**config.mk**
```make
export PLATFORM = sky130hd
export DESIGN_NAME = lock_attempt_sequencer_flat
export DESIGN_NICKNAME = d
export VERILOG_FILES = /design/src/rtl/lock_attempt_sequencer_if.sv /design/src/rtl/lock_attempt_sequencer.sv /design/src/flat_wrapper.sv
export SDC_FILE = /design/constraint.sdc
export NUM_CORES = 1
export LEC_CHECK = 0
export CAP_MARGIN = 20
export CORE_ASPECT_RATIO = 1.2
export CORE_MARGIN = 4
export CORE_UTILIZATION = 35
export CTS_CLUSTER_DIAMETER = 100
export CTS_CLUSTER_SIZE = 10
export DETAILED_ROUTE_END_ITERATION = 8
export DONT_BUFFER_PORTS = 1
export SLEW_MARGIN = 40
export SYNTH_ARGS = -nofsm -noshare
export SYNTH_HDL_FRONTEND = slang
export SYNTH_SLANG_ARGS = --single-unit
```
**constraint.sdc**
```tcl
create_clock -name clk -period 3.6 [get_ports clk]
set_input_delay 0.18 -clock clk [delete_from_list [all_inputs] [get_ports clk]]
set_output_delay 0.18 -clock clk [all_outputs]
set_load 0.05 [all_outputs]
```
**src/rtl/lock_attempt_sequencer_if.sv**
```systemverilog
// Host/lock-side bundle for lock_attempt_sequencer.
//   i_start, iv_code, i_relock : host request side
//   iv_ack                     : acknowledge from the lock (bit 7 = unlocked)
//   o_CE, o_set_data, ov_data  : drive pins into the lock datapath
//   o_busy .. ov_fail_cnt      : status back to the host
// master = host/lock environment, slave = the sequencer.
interface lock_attempt_sequencer_if #(
  parameter int NUM_DIGITS = 4,
  parameter int MAX_FAILS  = 3
);
  localparam int FCW = $clog2(MAX_FAILS + 1);

  logic                    i_start;
  logic [4*NUM_DIGITS-1:0] iv_code;
  logic                    i_relock;
  logic [7:0]              iv_ack;
  logic                    o_CE;
  logic                    o_set_data;
  logic [3:0]              ov_data;
  logic                    o_busy;
  logic                    o_unlocked;
  logic                    o_lockout;
  logic                    o_pass;
  logic                    o_fail;
  logic [FCW-1:0]          ov_fail_cnt;

  modport master (
    output i_start, iv_code, i_relock, iv_ack,
    input  o_CE, o_set_data, ov_data, o_busy, o_unlocked, o_lockout,
           o_pass, o_fail, ov_fail_cnt
  );

  modport slave (
    input  i_start, iv_code, i_relock, iv_ack,
    output o_CE, o_set_data, ov_data, o_busy, o_unlocked, o_lockout,
           o_pass, o_fail, ov_fail_cnt
  );
endinterface

```
**src/rtl/lock_attempt_sequencer.sv**
```systemverilog
// Drives the combination-lock datapath for a host: captures a code on
// i_start, presents it one nibble at a time (SETUP_CYC hold, then a one-cycle
// strobe), waits up to CHECK_CYC cycles for the unlock acknowledge, counts
// consecutive failures and enforces a LOCKOUT_CYC lockout after MAX_FAILS.
// Ports: clk, i_Rst (sync, active high), bus (slave modport, see the
// interface file for the signal list). All outputs are decoded from
// registered state, so none depend combinationally on inputs.
module lock_attempt_sequencer #(
  parameter int NUM_DIGITS  = 4,
  parameter int SETUP_CYC   = 2,
  parameter int CHECK_CYC   = 8,
  parameter int MAX_FAILS   = 3,
  parameter int LOCKOUT_CYC = 1000
) (
  input  logic                     clk,
  input  logic                     i_Rst,
  lock_attempt_sequencer_if.slave  bus
);
  localparam int FCW   = $clog2(MAX_FAILS + 1);
  localparam int IDX_W = (NUM_DIGITS > 1) ? $clog2(NUM_DIGITS) : 1;
  localparam int T1    = (SETUP_CYC > CHECK_CYC) ? SETUP_CYC : CHECK_CYC;
  localparam int TMAX  = (LOCKOUT_CYC > T1) ? LOCKOUT_CYC : T1;
  localparam int TMR_W = (TMAX > 1) ? $clog2(TMAX) : 1;
  localparam logic [IDX_W-1:0] LAST_IDX = IDX_W'(NUM_DIGITS - 1);

  typedef enum logic [2:0] {
    S_IDLE, S_SETUP, S_STROBE, S_CHECK, S_FAIL, S_UNLOCKED, S_LOCKOUT
  } state_t;

  state_t                  state, state_n;
  logic [4*NUM_DIGITS-1:0] code_q;
  logic [IDX_W-1:0]        idx;
  logic [TMR_W-1:0]        tmr;
  logic [FCW-1:0]          fail_cnt;
  logic                    pass_q;
  logic [3:0]              digit;
  logic                    ack_hit;
  logic                    unused_ack;

  assign ack_hit    = bus.iv_ack[7];
  assign unused_ack = ^bus.iv_ack[6:0];
  assign digit      = code_q[4*idx +: 4];

  // Next state and Moore outputs.
  always_comb begin
    state_n        = state;
    bus.o_CE       = 1'b0;
    bus.o_set_data = 1'b0;
    bus.ov_data    = 4'h0;
    bus.o_busy     = 1'b0;
    bus.o_unlocked = 1'b0;
    bus.o_lockout  = 1'b0;
    bus.o_fail     = 1'b0;
    case (state)
      S_IDLE: if (bus.i_start) state_n = S_SETUP;
      S_SETUP: begin
        bus.o_CE = 1'b1; bus.o_busy = 1'b1; bus.ov_data = digit;
        if (tmr == TMR_W'(SETUP_CYC - 1)) state_n = S_STROBE;
      end
      S_STROBE: begin
        bus.o_CE = 1'b1; bus.o_busy = 1'b1; bus.ov_data = digit;
        bus.o_set_data = 1'b1;
        state_n = (idx == LAST_IDX) ? S_CHECK : S_SETUP;
      end
      S_CHECK: begin
        // idx stays on the last digit, so ov_data keeps presenting it.
        bus.o_CE = 1'b1; bus.o_busy = 1'b1; bus.ov_data = digit;
        if (ack_hit)                             state_n = S_UNLOCKED;
        else if (tmr == TMR_W'(CHECK_CYC - 1))   state_n = S_FAIL;
      end
      S_FAIL: begin
        // fail_cnt already holds the incremented count in this cycle.
        bus.o_busy = 1'b1; bus.o_fail = 1'b1;
        state_n = (fail_cnt == FCW'(MAX_FAILS)) ? S_LOCKOUT : S_IDLE;
      end
      S_UNLOCKED: begin
        bus.o_CE = 1'b1; bus.o_unlocked = 1'b1;
        if (bus.i_relock) state_n = S_IDLE;
      end
      S_LOCKOUT: begin
        bus.o_lockout = 1'b1;
        if (tmr == TMR_W'(LOCKOUT_CYC - 1)) state_n = S_IDLE;
      end
      default: state_n = S_IDLE;
    endcase
  end

  assign bus.o_pass      = pass_q;
  assign bus.ov_fail_cnt = fail_cnt;

  always_ff @(posedge clk) begin
    if (i_Rst) begin
      state    <= S_IDLE;
      code_q   <= '0;
      idx      <= '0;
      tmr      <= '0;
      fail_cnt <= '0;
      pass_q   <= 1'b0;
    end else begin
      state  <= state_n;
      pass_q <= (state == S_CHECK) && (state_n == S_UNLOCKED);
      // Shared dwell timer: restarts on every state change.
      if (state_n != state)
        tmr <= '0;
      else if (state == S_SETUP || state == S_CHECK || state == S_LOCKOUT)
        tmr <= tmr + 1'b1;
      if (state == S_IDLE && bus.i_start) begin
        code_q <= bus.iv_code;
        idx    <= '0;
      end
      if (state == S_STROBE && state_n == S_SETUP) idx <= idx + 1'b1;
      if (state == S_CHECK) begin
        if (state_n == S_UNLOCKED)  fail_cnt <= '0;
        else if (state_n == S_FAIL) fail_cnt <= fail_cnt + 1'b1;
      end
      if (state == S_LOCKOUT && state_n == S_IDLE) fail_cnt <= '0;
    end
  end
endmodule
```
**src/flat_wrapper.sv**
```systemverilog
// flat-port wrapper written by rule: the top's interface ports become plain ports
module lock_attempt_sequencer_flat 
#(
  parameter int NUM_DIGITS  = 4,
  parameter int SETUP_CYC   = 2,
  parameter int CHECK_CYC   = 8,
  parameter int MAX_FAILS   = 3,
  parameter int LOCKOUT_CYC = 1000
)
  (clk, i_Rst, bus_i_start, bus_iv_code, bus_i_relock, bus_iv_ack, bus_o_CE, bus_o_set_data, bus_ov_data, bus_o_busy, bus_o_unlocked, bus_o_lockout, bus_o_pass, bus_o_fail, bus_ov_fail_cnt);
  lock_attempt_sequencer_if #(.NUM_DIGITS(NUM_DIGITS), .MAX_FAILS(MAX_FAILS)) bus_i ();
  input  logic clk;
  input  logic i_Rst;
  input wire logic [$bits(bus_i.i_start)-1:0] bus_i_start;
  input wire logic [$bits(bus_i.iv_code)-1:0] bus_iv_code;
  input wire logic [$bits(bus_i.i_relock)-1:0] bus_i_relock;
  input wire logic [$bits(bus_i.iv_ack)-1:0] bus_iv_ack;
  output wire logic [$bits(bus_i.o_CE)-1:0] bus_o_CE;
  output wire logic [$bits(bus_i.o_set_data)-1:0] bus_o_set_data;
  output wire logic [$bits(bus_i.ov_data)-1:0] bus_ov_data;
  output wire logic [$bits(bus_i.o_busy)-1:0] bus_o_busy;
  output wire logic [$bits(bus_i.o_unlocked)-1:0] bus_o_unlocked;
  output wire logic [$bits(bus_i.o_lockout)-1:0] bus_o_lockout;
  output wire logic [$bits(bus_i.o_pass)-1:0] bus_o_pass;
  output wire logic [$bits(bus_i.o_fail)-1:0] bus_o_fail;
  output wire logic [$bits(bus_i.ov_fail_cnt)-1:0] bus_ov_fail_cnt;
  assign bus_i.i_start = bus_i_start;
  assign bus_i.iv_code = bus_iv_code;
  assign bus_i.i_relock = bus_i_relock;
  assign bus_i.iv_ack = bus_iv_ack;
  assign bus_o_CE = bus_i.o_CE;
  assign bus_o_set_data = bus_i.o_set_data;
  assign bus_ov_data = bus_i.ov_data;
  assign bus_o_busy = bus_i.o_busy;
  assign bus_o_unlocked = bus_i.o_unlocked;
  assign bus_o_lockout = bus_i.o_lockout;
  assign bus_o_pass = bus_i.o_pass;
  assign bus_o_fail = bus_i.o_fail;
  assign bus_ov_fail_cnt = bus_i.ov_fail_cnt;
  lock_attempt_sequencer #(.NUM_DIGITS(NUM_DIGITS), .SETUP_CYC(SETUP_CYC), .CHECK_CYC(CHECK_CYC), .MAX_FAILS(MAX_FAILS), .LOCKOUT_CYC(LOCKOUT_CYC)) u_core (.clk(clk), .i_Rst(i_Rst), .bus(bus_i));
endmodule
```
==> run_results.csv, run 1 <==
group,metric,value,unit
timing,tightestPinTransition,0.834,ns
synthesis,yosys-mux-area-fraction,0.0481,
drt,vias,1518,
synthesis,main_combinational_cell_family_by_area_after_synthesis,"simple AND/OR/NAND/NOR gates",
global_route,antenna_found_initial,0,
timing,setup-violations-final,0,
run,max_cap_viols,0,
worst_setup_path,worst-setup-path-type,"register to register",
global_route,vias_in_the_first_global_route,1411,
synthesis,synth-compound-area-share,0.204,
clock_network,cts_tree,"done",
floorplan,core_area,0.00504,mm^2
synthesis,synth.yosys.seq_area_share,0.364,
worst_setup_path,critPathRequiredTime,3.81,ns
clock_network,clock_tree.buffer_depth,2,
power,sequentialPowerShare,0.430,
cells_and_area,drive_gt1_frac,0.156,
placed_design,gp_routability_congestion,0.774,
power,power.combinational.fraction,0.101,
placed_design,detailedPlace.worstSlack,1.14,ns
synthesis,synth_fa_ha_area_frac,0.0267,
synthesis,mappedNetlistArea,0.00187,mm^2
floorplan,floorplan.die.height,88.1,um
power,power-per-cell-area,458,mW/mm^2
synthesis,yosysUniqueCellTypes,50,
timing,fin_ws,1.13,ns
floorplan,boundaryPins,41,
worst_setup_path,timing.critical_path.arrival,2.68,ns
drt,post-route-drc-count,0,
power,power_leakage,0.000705,uW
placed_design,hpwl,2910,um
synthesis,synth_simple_gate_area_share,0.281,
drt,highest-signal-layer,"met4",
floorplan,floorplan.rows,28,
power,switching_share,0.235,
synthesis,top_post_synthesis_cells_by_count,"sky130_fd_sc_hd__nand2_1, sky130_fd_sc_hd__dfxtp_1, sky130_fd_sc_hd__a21oi_1",
cells_and_area,antenna_cells_inserted,0,
synthesis,synthXorXnorAreaFrac,0.0281,
synthesis,netlist_top_cells_area,"sky130_fd_sc_hd__dfxtp_1, sky130_fd_sc_hd__nand2_1, sky130_fd_sc_hd__a21oi_1",
power,vdd_drop_max,221,uV
power,p_sw,222,uW
cells_and_area,finalNetCount,242,
drt,detail-route-antenna-nets,0,
timing,timing_max_transition_violations_final,0,
run_status,status,"finished clean",
worst_setup_path,cp_startpoint_kind,"register",
clock_network,tritoncts.num_buffers,5,
power,internal_power,721,uW
clock_network,clockRootBuffer,"sky130_fd_sc_hd__clkbuf_8",
drt,drtIter0Drc,50,
power,total_power,942,uW
floorplan,width_of_the_chip,74.8,um
timing,rsz_0062_raised_after_global_routing,"no",
worst_setup_path,reg2reg_slack,1.13,ns
cells_and_area,final_core_utilization,0.408,
timing,max_slew_headroom_at_the_worst_pin,0.442,
synthesis,yosys.cell_count.top_type,"sky130_fd_sc_hd__nand2_1",
synthesis,synth-async-reset-ratio,0,
drt,routed-wl-met3,217,um
global_route,track_usage,0.135,
synthesis,synth_area_per_cell,8.75,um^2
synthesis,synth_edf_count,0,
worst_setup_path,path_max_fanout,20,
synthesis,post-synth-top-area-cell,"sky130_fd_sc_hd__dfxtp_1",
placed_design,io_buffers,0,
synthesis,synth.net_count,246,
global_route,first_pass_grt_wire_length,6840,um
timing,clock-skew-final,0.00632,ns
clock_network,cts-htree-levels,2,
clock_network,insertion_delay,0.29,ns
cells_and_area,areaGrowthSynthToFinish,9.96,%
synthesis,synthesis.yosys.warnings,0,
clock_network,clock_sink_count,34,
worst_hold_path,worstHoldPathType,"input pin to register",
drt,detailroute.wirelength.met2,1920,um
cells_and_area,layout.filler_cells,516,
drt,via_per_inst,5.60,
synthesis,yosys_register_bits,34,
power,pwr-share-clk,0.469,
synthesis,synth_flop_cell,"sky130_fd_sc_hd__dfxtp_1",
synthesis,post-synth-top-area-fraction,0.364,
synthesis,synth_cells,214,
global_route,grt.overflow.total,0,
timing,period_minus_slack,2.47,ns
floorplan,initial_core_util,0.371,
timing,finalSetupTns,0,ns
timing,peak_freq,405,MHz
global_route,grt_max_degree,25,
floorplan,total_die_area,0.00659,mm^2
drt,post_drt_wl_per_cell,15.2,um
worst_setup_path,worst_setup_path_end_kind,"register",
drt,dr.pass1.iters,4,
clock_network,clk_pin_slew_worst_paths,0.08,ns
drt,routed_wl,4110,um
drt,wirelength_met1,1910,um
timing,share_of_the_clock_period_used_by_the_worst_path_after_layout,0.686,
timing,finalHoldViolations,0,
[cells in the final DEF, fill, tap and decap left out, types with 2 or more instances in the layout]
cell                        netlist  routed
sky130_fd_sc_hd__a211oi_1         2       2
sky130_fd_sc_hd__a21oi_1         20      20
sky130_fd_sc_hd__a221oi_1         3       3
sky130_fd_sc_hd__a31oi_1          4       4
sky130_fd_sc_hd__and3_1           2       2
sky130_fd_sc_hd__and3b_1          2       2
sky130_fd_sc_hd__and4_1           2       2
sky130_fd_sc_hd__buf_4            0       3
sky130_fd_sc_hd__bufinv_16        0       2
sky130_fd_sc_hd__clkbuf_8         0       6
sky130_fd_sc_hd__dfxtp_1         34      34
sky130_fd_sc_hd__ha_1             4       4
sky130_fd_sc_hd__inv_1            3       3
sky130_fd_sc_hd__mux4_2           4       4
sky130_fd_sc_hd__nand2_1         37      37
sky130_fd_sc_hd__nand3_1          5       5
sky130_fd_sc_hd__nand3b_1         3       3
sky130_fd_sc_hd__nand4_1          4       4
sky130_fd_sc_hd__nor2_1           8       8
sky130_fd_sc_hd__nor2b_1          8       4
sky130_fd_sc_hd__nor2b_2          0       4
sky130_fd_sc_hd__nor3_1           8       8
sky130_fd_sc_hd__nor3b_1          5       3
sky130_fd_sc_hd__nor3b_2          0       2
sky130_fd_sc_hd__o21a_1           2       2
sky130_fd_sc_hd__o21ai_0          6       6
sky130_fd_sc_hd__o21bai_1         3       3
sky130_fd_sc_hd__or3_1            2       2
sky130_fd_sc_hd__xor2_1           6       6
[cells by family after synthesis]
kind of cell               count (synthesis)
xor gates and xnor gates                   6
adders and majority gates                  4
buffers and inverters                     18
AOI/OAI and AO/OA                         52
and+or+nand+nor                           96
muxes                                      4
DFF                                       34
[routing by layer]
metal,track usage,vias up
met5,0,-
li1,-,770
met4,0.0485,0
met2,0.208,32
met1,0.178,711
met3,0.0413,5
[power groups by stage]
stage | logic, uW | registers, uW | clock network [uW]
after global placement | 88.5 | 414 | 0
final | 94.8 | 406 | 442
after CTS | 96.3 | 406 | 453
after floorplan | 87.4 | 407 | 0
after detailed placement | 90.9 | 414 | 0
after global routing | 106 | 408 | 472
[cell type report]
class	instances	area, um^2	area share
multi-input cells	162	1120	0.545
flip-flops and latches	34	681	0.331
clock buffers	6	82.6	0.0401
well taps	60	75.1	0.0365
clock inverters	2	60.1	0.0292
repair buffers	4	27.5	0.0134
inverters	3	11.3	0.00547
[stage by stage]
step | std cells | instance area, um^2 | hold slack [ns]
CTS | 271 | 2060 | 0.00925
detailed placement | 262 | 1910 | 0.257
global route | 271 | 2060 | 0.00980
global placement | 262 | 1900 | 0.258
finish | 271 | 2060 | 0.0157
floorplan | 214 | 1870 | 0.316
[worst max-delay path: stages, from the launching register on]
cell and delay (ns):
sky130_fd_sc_hd__dfxtp_1 0.75, sky130_fd_sc_hd__and3b_2 0.67, sky130_fd_sc_hd__o2111ai_2 0.22, sky130_fd_sc_hd__or4_1 0.52, sky130_fd_sc_hd__a211oi_2 0.22
[sequential cells by signal, indices dropped and copies added (netlist names)]
name and cells:
u_core.state 3, u_core.idx 2, u_core.code_q 16, u_core.bus.o_pass 1
u_core.tmr 10, u_core.bus.ov_fail_cnt 2
[path summary, 6_finish.rpt]
path | startpoint | to | cells after the start
setup reg to reg | u_core.state[2] | u_core.tmr[8] | 4
hold reg to reg | u_core.code_q[4] | u_core.code_q[4] | 2
hold / removal | bus_iv_code[10] | u_core.code_q[10] | 2
setup / recovery | u_core.state[2] | u_core.tmr[8] | 4
[timing repair]
action                                 in CTS  in global routing
hold buffers                                1                  0
endpoints found under the hold margin      24                  0
setup endpoints to repair                   0                  0
resized for setup                           0                  0
buffers inserted                            0                  0
No activity file was read; power rests on OpenSTA's default activity.
==> run 2, diff against run 1 <==
- ABC_AREA: unset -> 1
- clock period: 3.6 -> 2.5 ns (I/O delays scaled with it)
==> run_results.csv, run 2 <==
group,metric,value,unit
run_status,status,"finished clean",
drt,dr.pass1.iters,4,
power,switching_share,0.279,
synthesis,post-synth-top-area-fraction,0.372,
worst_setup_path,r2r.worst_path.cells,9,
drt,detail-route-antenna-nets,0,
timing,period_minus_slack,1.97,ns
power,power-per-cell-area,568,mW/mm^2
timing,peak_freq,508,MHz
placed_design,gp_routability_congestion,0.800,
clock_network,clock_tree.buffer_depth,2,
synthesis,synth_cells,257,
synthesis,netlist_top_cells_area,"sky130_fd_sc_hd__dfxtp_1, sky130_fd_sc_hd__a21oi_1, sky130_fd_sc_hd__inv_1",
synthesis,synthesis.yosys.warnings,0,
worst_setup_path,critPathRequiredTime,2.71,ns
global_route,first_pass_grt_wire_length,6730,um
power,vdd_drop_max,346,uV
cells_and_area,postLayoutCellArea,0.00204,mm^2
worst_hold_path,whs_endpoint,"u_core.code_q[3]",
floorplan,total_die_area,0.00645,mm^2
placed_design,hpwl,2980,um
synthesis,synth_area_per_cell,7.11,um^2
power,power.combinational.fraction,0.131,
clock_network,tritoncts.num_buffers,5,
cells_and_area,commonest_cells_after_routing_fill_and_taps_aside,"sky130_fd_sc_hd__inv_1, sky130_fd_sc_hd__dfxtp_1, sky130_fd_sc_hd__a21oi_1",
clock_network,cts_tree,"done",
global_route,track_usage,0.133,
worst_setup_path,timing.critical_path.arrival,2.17,ns
synthesis,synth-async-reset-ratio,0,
worst_setup_path,worst_setup_path_end_kind,"register",
power,power_leakage,0.000828,uW
global_route,vias_in_the_first_global_route,1545,
worst_setup_path,path_max_fanout,10,
worst_setup_path,critical_path.cell_chain,"inv_1 -> nand2_1 -> nor2_2 -> nand2_1 -> nand2_1 -> a21oi_2 -> nand3_1 -> nand2_4 -> nor3_1",
worst_setup_path,cp_num_buf_inv,1,
clock_network,clockRootBuffer,"sky130_fd_sc_hd__clkbuf_8",
cells_and_area,max_flop_register,"u_core.code_q",
worst_setup_path,critical_path.top_delay_family,"simple AND/OR/NAND/NOR gates",
synthesis,synth_edf_count,0,
floorplan,width_of_the_chip,74.0,um
synthesis,synth.yosys.seq_area_share,0.372,
clock_network,insertion_delay,0.28,ns
floorplan,floorplan.die.height,87.2,um
synthesis,synth_flop_cell,"sky130_fd_sc_hd__dfxtp_1",
timing,fin_ws,0.532,ns
drt,post_drt_wl_per_cell,11.8,um
clock_network,clk_pin_slew_worst_paths,0.07,ns
timing,setup-violations-final,0,
worst_setup_path,crit_top_cell,"sky130_fd_sc_hd__nand2_1",
floorplan,floorplan.rows,28,
cells_and_area,areaGrowthSynthToFinish,11.4,%
synthesis,yosys_register_bits,34,
cells_and_area,drive_gt1_frac,0.138,
synthesis,yosysUniqueCellTypes,28,
clock_network,cts-htree-levels,2,
clock_network,clock_sink_count,34,
synthesis,mappedNetlistArea,0.00183,mm^2
run,max_cap_viols,0,
cells_and_area,antenna_cells_inserted,0,
global_route,grt_max_degree,35,
drt,routed_wl,3880,um
drt,post-route-drc-count,0,
power,internal_power,833,uW
power,pwr-share-clk,0.363,
timing,max_slew_headroom_at_the_worst_pin,0.544,
worst_setup_path,worst-setup-path-type,"register to register",
power,p_sw,323,uW
worst_setup_path,reg2reg_slack,0.53,ns
timing,rsz_0062_raised_after_global_routing,"no",
timing,finalSetupTns,0,ns
clock_network,postCtsHoldBufs,1,
global_route,antenna_found_initial,0,
timing,tightestPinTransition,0.676,ns
clock_network,post_cts.resized_instances,0,
global_route,grt.overflow.total,0,
placed_design,detailedPlace.worstSlack,0.531,ns
placed_design,detailed_place.area,0.00193,mm^2
worst_setup_path,worst_r2r_startpoint,"u_core.state[1]",
worst_setup_path,cell_type_of_the_slowest_stage_on_the_worst_timing_path,"sky130_fd_sc_hd__nor2_2",
floorplan,boundaryPins,41,
worst_hold_path,launch_point_of_the_worst_hold_path,"bus_iv_code[3]",
drt,drtIter0Drc,68,
timing,share_of_the_clock_period_used_by_the_worst_path_after_layout,0.787,
placed_design,io_buffers,0,
clock_network,post_cts_buffers,0,
worst_setup_path,r2r_end,"u_core.tmr[6]",
synthesis,post-synth-top-area-cell,"sky130_fd_sc_hd__dfxtp_1",
synthesis,synth.net_count,289,
worst_hold_path,hold_path_depth,2,
timing,timing_max_transition_violations_final,0,
synthesis,yosys.cell_count.top_type,"sky130_fd_sc_hd__inv_1",
timing,clock-skew-final,0.00471,ns
timing,finalHoldViolations,0,
drt,via_per_inst,4.85,
cells_and_area,mostFrequentLayoutCell,"sky130_fd_sc_hd__inv_1",
floorplan,core_area,0.00501,mm^2
synthesis,top_post_synthesis_cells_by_count,"sky130_fd_sc_hd__inv_1, sky130_fd_sc_hd__dfxtp_1, sky130_fd_sc_hd__a21oi_1, sky130_fd_sc_hd__nand2_1, sky130_fd_sc_hd__o21ai_0",
cells_and_area,finalNetCount,299,
drt,vias,1592,
worst_setup_path,max_stage_delay,0.47,ns
worst_hold_path,worstHoldPathType,"input pin to register",
floorplan,initial_core_util,0.365,
cells_and_area,biggestRegsByFlops,"u_core.code_q: 16 flops, u_core.tmr: 10 flops, u_core.state: 3 flops",
cells_and_area,largest_register_ff_count,16,
worst_setup_path,cp_startpoint_kind,"register",
power,sequentialPowerShare,0.505,
run 2: cell types whose count changed after synthesis, sizes merged, moves of 4 or more:
cell,previous run,this run
inv,3,43
o21ai,6,31
nor2,8,29
a21oi,21,35
nand3,5,19
nor2b,9,0
buf,9,3
nor3b,5,0
a31oi,4,0
mux4,4,0
nand4,4,0
run 2: cells by family (layout without fill, tap and decap cells):
logic type                 Yosys count  after routing  share of synthesized area
AOI/OAI and AO/OA                   67             67                      0.197
xor gates and xnor gates             7              7                     0.0335
adders and majority gates            4              4                     0.0274
buffers and inverters               49             60                      0.105
DFF                                 34             34                      0.372
and+or+nand+nor                     96             96                      0.264
run 2: stage by stage:
| stage | hold slack [ns] | instances | utilization | total power [uW] |
|---|---|---|---|---|
| finish | 0.0316 | 328 | 0.407 | 1160 |
| global route | 0.0427 | 328 | 0.407 | 1210 |
| CTS | 0.0238 | 328 | 0.407 | 1170 |
| detailed placement | 0.199 | 319 | 0.386 | 747 |
| global placement | 0.196 | 319 | 0.386 | 745 |
| floorplan | 0.194 | 257 | - | 719 |
run 2: metal layers:
metal	vias to the layer above	global-route usage	wire (um)
met4	0	0.0494	61
met5	-	0	0
met2	28	0.235	1990
met1	709	0.150	1680
met3	6	0.0335	158
li1	849	-	-
run 2: worst max path at each step:
stage               startpoint        endpoint  slack, ns  depth (start not counted)
5_1_grt        u_core.state[2]   u_core.tmr[5]       0.37                          8
2_1_floorplan    u_core.idx[0]  bus_ov_data[0]       0.67                          5
4_1_cts        u_core.state[1]   u_core.tmr[6]       0.52                          9
3_5_place_dp   u_core.state[0]   u_core.tmr[5]       0.53                          8
3_3_place_gp   u_core.state[0]   u_core.tmr[6]       0.56                          8
6_report       u_core.state[1]   u_core.tmr[6]       0.53                          9
run 2: power groups by stage:
stage	combinational [uW]	sequential (uW)	clock [uW]
2_1_floorplan	128	591	0
3_3_place_gp	149	596	0
3_5_place_dp	150	597	0
4_1_cts	154	584	436
5_1_grt	173	588	454
6_report	152	584	420
run 2: cell type report:
cell class                 instances  area [um^2]
multi-input combinational        174          955
tap                               60         75.1
timing repair buffer               9         70.1
sequential                        34          681
fill                             557         2970
clock inverter                     2         12.5
clock buffer                       6         82.6
inverter                          43          161
